`src/rtl/vc_pop_arbiter_pkg.sv`:
```
// Shared types and defaults for the VC pop arbiter.
// Holds the FSM state encoding and the default word/routing geometry.
package vc_pop_arbiter_pkg;

  localparam int unsigned DEF_DATA_WIDTH = 6;
  localparam int unsigned DEF_DEST_BIT   = 4;
  localparam int unsigned DEF_CNT_WIDTH  = 8;

  typedef enum logic [1:0] {
    ST_IDLE = 2'd0,
    ST_POP  = 2'd1,
    ST_XFER = 2'd2
  } state_t;

  // A channel is blocked when the destination its head word routes to is almost full.
  function automatic logic route_blocked(input logic dest, input logic af0, input logic af1);
    return dest ? af1 : af0;
  endfunction

endpackage

```
`src/rtl/vc_rr_arbiter.sv`:
```
// Two-requester grant logic for the VC pop arbiter.
// VC_POP_RR_EN defined: round-robin with last-grant pointer; undefined: VC0 fixed priority.
module vc_rr_arbiter (
  input  logic       clk,
  input  logic       reset,
  input  logic       init,
  input  logic [1:0] req,
  input  logic       take,
  output logic       grant,
  output logic       valid
);

  assign valid = |req;

`ifdef VC_POP_RR_EN
  logic ptr;

  // ptr names the channel preferred on a tie; it moves away from whoever was granted.
  always_comb begin
    grant = 1'b0;
    if (req == 2'b11) grant = ptr;
    else              grant = req[1];
  end

  always_ff @(posedge clk or negedge reset) begin
    if (!reset) begin
      ptr <= 1'b0;
    end else if (!init) begin
      ptr <= 1'b0;
    end else if (take && valid) begin
      ptr <= ~grant;
    end
  end
`else
  logic unused_ctl;

  assign unused_ctl = ^{clk, reset, init, take};

  always_comb begin
    grant = 1'b0;
    if (!req[0]) grant = req[1];
  end
`endif

endmodule

```
`src/rtl/vc_pop_arbiter.sv`:
```
// Read-side controller: arbitrates VC0/VC1, pops one word, pushes it to D0/D1.
// Arbitration policy selected by VC_POP_RR_EN (see vc_rr_arbiter).
module vc_pop_arbiter
  import vc_pop_arbiter_pkg::*;
#(
  parameter int unsigned DATA_WIDTH = DEF_DATA_WIDTH,
  parameter int unsigned DEST_BIT   = DEF_DEST_BIT,
  parameter int unsigned CNT_WIDTH  = DEF_CNT_WIDTH
) (
  input  logic                  clk,
  input  logic                  reset,
  input  logic                  init,
  input  logic                  vc0_empty,
  input  logic                  vc1_empty,
  input  logic [DATA_WIDTH-1:0] vc0_preview,
  input  logic [DATA_WIDTH-1:0] vc1_preview,
  input  logic [DATA_WIDTH-1:0] vc0_data,
  input  logic [DATA_WIDTH-1:0] vc1_data,
  input  logic                  d0_almost_full,
  input  logic                  d1_almost_full,
  output logic                  vc0_rd_en,
  output logic                  vc1_rd_en,
  output logic                  d0_wr_en,
  output logic                  d1_wr_en,
  output logic [DATA_WIDTH-1:0] data_out,
  output logic                  active_vc,
  output logic                  idle,
  output logic [CNT_WIDTH-1:0]  cnt_d0,
  output logic [CNT_WIDTH-1:0]  cnt_d1
);

  state_t state, state_nxt;
  logic   sel_vc, sel_dest;
  logic   elig0, elig1;
  logic   grant_vc, grant_valid;
  logic   take;
  logic   unused_preview;

  assign unused_preview = ^{vc0_preview, vc1_preview};

  // Preview is only trustworthy in IDLE, so eligibility is consumed there only.
  assign elig0 = ~vc0_empty &
                 ~route_blocked(vc0_preview[DEST_BIT], d0_almost_full, d1_almost_full);
  assign elig1 = ~vc1_empty &
                 ~route_blocked(vc1_preview[DEST_BIT], d0_almost_full, d1_almost_full);
  assign take  = (state == ST_IDLE);

  vc_rr_arbiter u_arb (
    .clk   (clk),
    .reset (reset),
    .init  (init),
    .req   ({elig1, elig0}),
    .take  (take),
    .grant (grant_vc),
    .valid (grant_valid)
  );

  always_comb begin
    state_nxt = state;
    case (state)
      ST_IDLE: if (grant_valid) state_nxt = ST_POP;
      ST_POP:  state_nxt = ST_XFER;
      ST_XFER: state_nxt = ST_IDLE;
      default: state_nxt = ST_IDLE;
    endcase
    if (!init) state_nxt = ST_IDLE;
  end

  always_ff @(posedge clk or negedge reset) begin
    if (!reset) begin
      state    <= ST_IDLE;
      sel_vc   <= 1'b0;
      sel_dest <= 1'b0;
    end else if (!init) begin
      state    <= ST_IDLE;
      sel_vc   <= 1'b0;
      sel_dest <= 1'b0;
    end else begin
      state <= state_nxt;
      if (take && grant_valid) begin
        sel_vc   <= grant_vc;
        sel_dest <= grant_vc ? vc1_preview[DEST_BIT] : vc0_preview[DEST_BIT];
      end
    end
  end

  always_ff @(posedge clk or negedge reset) begin
    if (!reset) begin
      cnt_d0 <= '0;
      cnt_d1 <= '0;
    end else if (!init) begin
      cnt_d0 <= '0;
      cnt_d1 <= '0;
    end else if (state == ST_XFER) begin
      if (sel_dest) cnt_d1 <= cnt_d1 + CNT_WIDTH'(1);
      else          cnt_d0 <= cnt_d0 + CNT_WIDTH'(1);
    end
  end

  // Strobes decode from registered state only, so an async reset clears them at once.
  always_comb begin
    vc0_rd_en = 1'b0;
    vc1_rd_en = 1'b0;
    d0_wr_en  = 1'b0;
    d1_wr_en  = 1'b0;
    data_out  = '0;
    active_vc = 1'b0;
    idle      = 1'b0;
    case (state)
      ST_IDLE: idle = 1'b1;
      ST_POP: begin
        vc0_rd_en = ~sel_vc;
        vc1_rd_en = sel_vc;
        active_vc = sel_vc;
      end
      ST_XFER: begin
        d0_wr_en  = ~sel_dest;
        d1_wr_en  = sel_dest;
        data_out  = sel_vc ? vc1_data : vc0_data;
        active_vc = sel_vc;
      end
      default: ;
    endcase
  end

endmodule

```
`config.mk`:
```
export PLATFORM = sky130hd
export DESIGN_NAME = vc_pop_arbiter
export DESIGN_NICKNAME = d
export VERILOG_FILES = /design/src/rtl/vc_pop_arbiter_pkg.sv /design/src/rtl/vc_rr_arbiter.sv /design/src/rtl/vc_pop_arbiter.sv
export SDC_FILE = /design/constraint.sdc
export NUM_CORES = 1
export LEC_CHECK = 0
export CORE_UTILIZATION = 40
export CTS_BUF_LIST = sky130_fd_sc_hd__clkbuf_8
export CTS_CLUSTER_DIAMETER = 200
export DETAILED_ROUTE_END_ITERATION = 7
export GPL_ROUTABILITY_DRIVEN = 0
export MAX_ROUTING_LAYER = met4
export PLACE_DENSITY = 0.8
export SYNTH_ARGS = -nofsm -noshare
export SYNTH_HDL_FRONTEND = slang
export SYNTH_HIERARCHICAL = 1
export SYNTH_SLANG_ARGS = --single-unit
```
`constraint.sdc`:
```
create_clock -name clk -period 4.1 [get_ports clk]
set_input_delay 0.82 -clock clk [delete_from_list [all_inputs] [get_ports clk]]
set_output_delay 0.82 -clock clk [all_outputs]
set_load 0.02 [all_outputs]
```
==> flow_summary.yaml <==
outcome:
  status: "finished clean"
setup_path:
  cp_common_cell: "inv_1"
  start_kind: "flip-flop"
  critPathBufInv: 3
  critPathMaxFanout: 13
  arrival_ns: 2.11
  r2r_start: "state[0]"
  crit_required_ns: 3.28
  crit_path_end_kind: "primary output"
  critPathMaxStageDelay_ns: 0.60
  crit_chain: "inv_1 -> ha_1 -> nand2_1 -> inv_1 -> clkdlybuf4s50_1"
  crit_start: "state[0]"
  worstSetupPathType: "reg -> out"
  crit_family: "buffers and inverters"
  cp_slowest_cell: "clkdlybuf4s50_1"
finish:
  multi_input_area_um2: 651
  seqCellArea_um2: 500
  area_growth_pct: 46.9
  antenna_cells: 0
  fin_nets: 211
  layout-drive-gt1-share: 0.0460
  final_cells: 205
  num-fill-cells: 223
routing:
  avgViaCountPerCell: 5.32
  wl_mm: 2.78
  drt_iter0_markers: 34
  route.detailed.drc: 0
  vias: 1091
  wl_per_cell_um: 13.5
  ant_nets: 0
  drtPass1Iterations: 4
die:
  die_x_um: 56.7
  row_count: 19
  fp.dieH_um: 56.7
  die_area_um2: 3210
  io-pin-count: 59
  core_region_area_um2: 2780
  initial_utilization: 0.430
global_routing:
  grt_pass1_wl_mm: 4.89
  antenna_found_initial: 0
  gr-total-overflow: 0
  grt_pass1_vias: 1124
  grtUsageTotal: 0.204
  grt_max_degree: 21
clock_tree:
  ctsHtreeMaxLevel: 1
  cts_max_path_buffers: 2
  cts_setup_buffers: 0
  clockRootBuffer: "clkbuf_8"
  cts_hold_buf: 0
  cts_inserted_buffers: 3
  cts_tree: "yes"
  cts.sinks: 20
  cts_resized: 0
  clk_latency_ns: 0.26
  clk_pin_slew_worst_paths_ns: 0.07
yosys:
  synth-seq-cells: 20
  synth_flop_cell: "dfrtp_1"
  syn_avg_cell_area_um2: 9.56
  yosysWarnings: 6
  postSynthCellCount: 125
  yosysUniqueCellTypes: 32
  synth_common_cells: "dfrtp_1 (20), mux2i_1 (11), nor2b_1 (11)"
  ys_seq_area_frac: 0.419
  synth_top_area_cell: "dfrtp_1"
  netlist.area_leader.share: 0.419
  synthArstFlopShare: 1.00
  syn_area_um2: 1190
  synth_edf_count: 0
  synthesis.nets: 161
  synthTopCellsByArea: "dfrtp_1 (42%), mux2i_1 (9.2%), nor2b_1 (5.8%)"
  synth_most_common_cell: "dfrtp_1"
sta:
  fin_crit_sh: 0.715
  max_clock_freq_mhz: 341
  hold_viol: 0
  maxSlewViolCount: 0
  rsz0062_at_grt: "no"
  finalSetupViolCount: 0
  fin_skew_ns: 0.00280
  slew-limit-headroom: 0.407
  finalSetupTns_ns: 0
  worstMarginPinSlew_ns: 0.886
  period_minus_slack_ns: 2.93
place:
  dp_cells: 201
  dp_hpwl_mm: 2.19
  io_buffers: 48
pwr:
  p_leak_nw: 0.739
  vdd_ir_drop_max_uv: 246
  p_per_area_nw_per_um2: 259
worst_hold_path:
  hold_path.class: "reg -> reg"
  hold_start: "cnt_d0[7]"
run:
  cap_viol_max_count: 0
[cells in the final DEF (no fill, tap or decap)]
cell type and count:
a211oi_1 2, a21oi_1 10, a311oi_1 1, and2_1 2
and2b_4 1, clkbuf_8 4, clkdlybuf4s50_1 48, dfrtp_1 20
ha_1 5, inv_1 8, mux2i_1 11, nand2_1 10
nand2b_1 2, nand3_1 5, nand3b_1 1, nand3b_4 1
nand4_1 2, nand4_2 1, nor2_1 6, nor2b_1 11
nor4_1 1, o211a_1 1, o21ai_0 5, o311ai_0 1
o31ai_1 2, o41ai_1 1, or2_1 1, or3_1 4
or3_2 1, or4_1 2, xnor2_1 2, xor2_1 2
[final timing paths]
kind	slack [ns]	end	cells past startpoint
min	0.57	cnt_d0[7]	2
max reg2reg	2.21	cnt_d1[7]	5
min reg2reg	0.57	cnt_d0[7]	2
min in group asynchronous	1.06	cnt_d0[0]	1
max	1.17	d1_wr_en	5
max in group asynchronous	2.50	sel_dest	1
[routing by layer]
layer | wire length (µm) | part of all wire | GRT usage
met5 | 0 | 0 | -
met4 | 0 | 0 | 0.0418
met3 | 94 | 0.034 | 0.0576
met2 | 1440 | 0.52 | 0.365
met1 | 1240 | 0.45 | 0.224
[sequential cells by signal (all words and copies together) (netlist names)]
signal and cells:
cnt_d0 8, sel_dest 1, cnt_d1 8, state 2, sel_vc 1
[per-stage QoR]
stage                     utilization  worst slack (ns)  power, mW  hold slack (ns)  instance area, µm²
after floorplan                     -              2.04      0.261            0.516                1190
after global placement          0.611              1.21      0.306            0.536                1700
after detailed placement        0.611              1.18      0.310            0.543                1700
after CTS                       0.631              1.15      0.458            0.561                1760
after global routing            0.631              1.04      0.478            0.604                1760
final                           0.631              1.17      0.455            0.566                1760
[cell families after synthesis]
| family | count (synthesis) | synth area share |
|---|---|---|
| xor gates and xnor gates | 4 | 0.0293 |
| buffers and inverters | 11 | 0.0366 |
| and+or+nand+nor | 51 | 0.252 |
| adders and majority gates | 5 | 0.0524 |
| muxes | 11 | 0.0922 |
| DFF | 20 | 0.419 |
| AOI/OAI and AO/OA | 23 | 0.118 |
[layout make-up]
cell class | instances | area share
timing repair buffer | 48 | 0.274
tap | 31 | 0.0221
multi-input combinational | 94 | 0.371
inverter | 8 | 0.0171
clock buffer | 4 | 0.0314
sequential | 20 | 0.285
[power by group]
group | switching [mW] | internal, mW | total [mW]
clock network | 0.0641 | 0.0854 | 0.150
logic | 0.0438 | 0.0509 | 0.0947
registers | 0.00858 | 0.202 | 0.211
total | 0.117 | 0.338 | 0.455
[tightest hold or removal path, cell delays in order, from the launching register on]
cell	delay (ns)
dfrtp_1	0.39
nand2_1	0.07
mux2i_1	0.07
(Power assumes the default switching activity.)
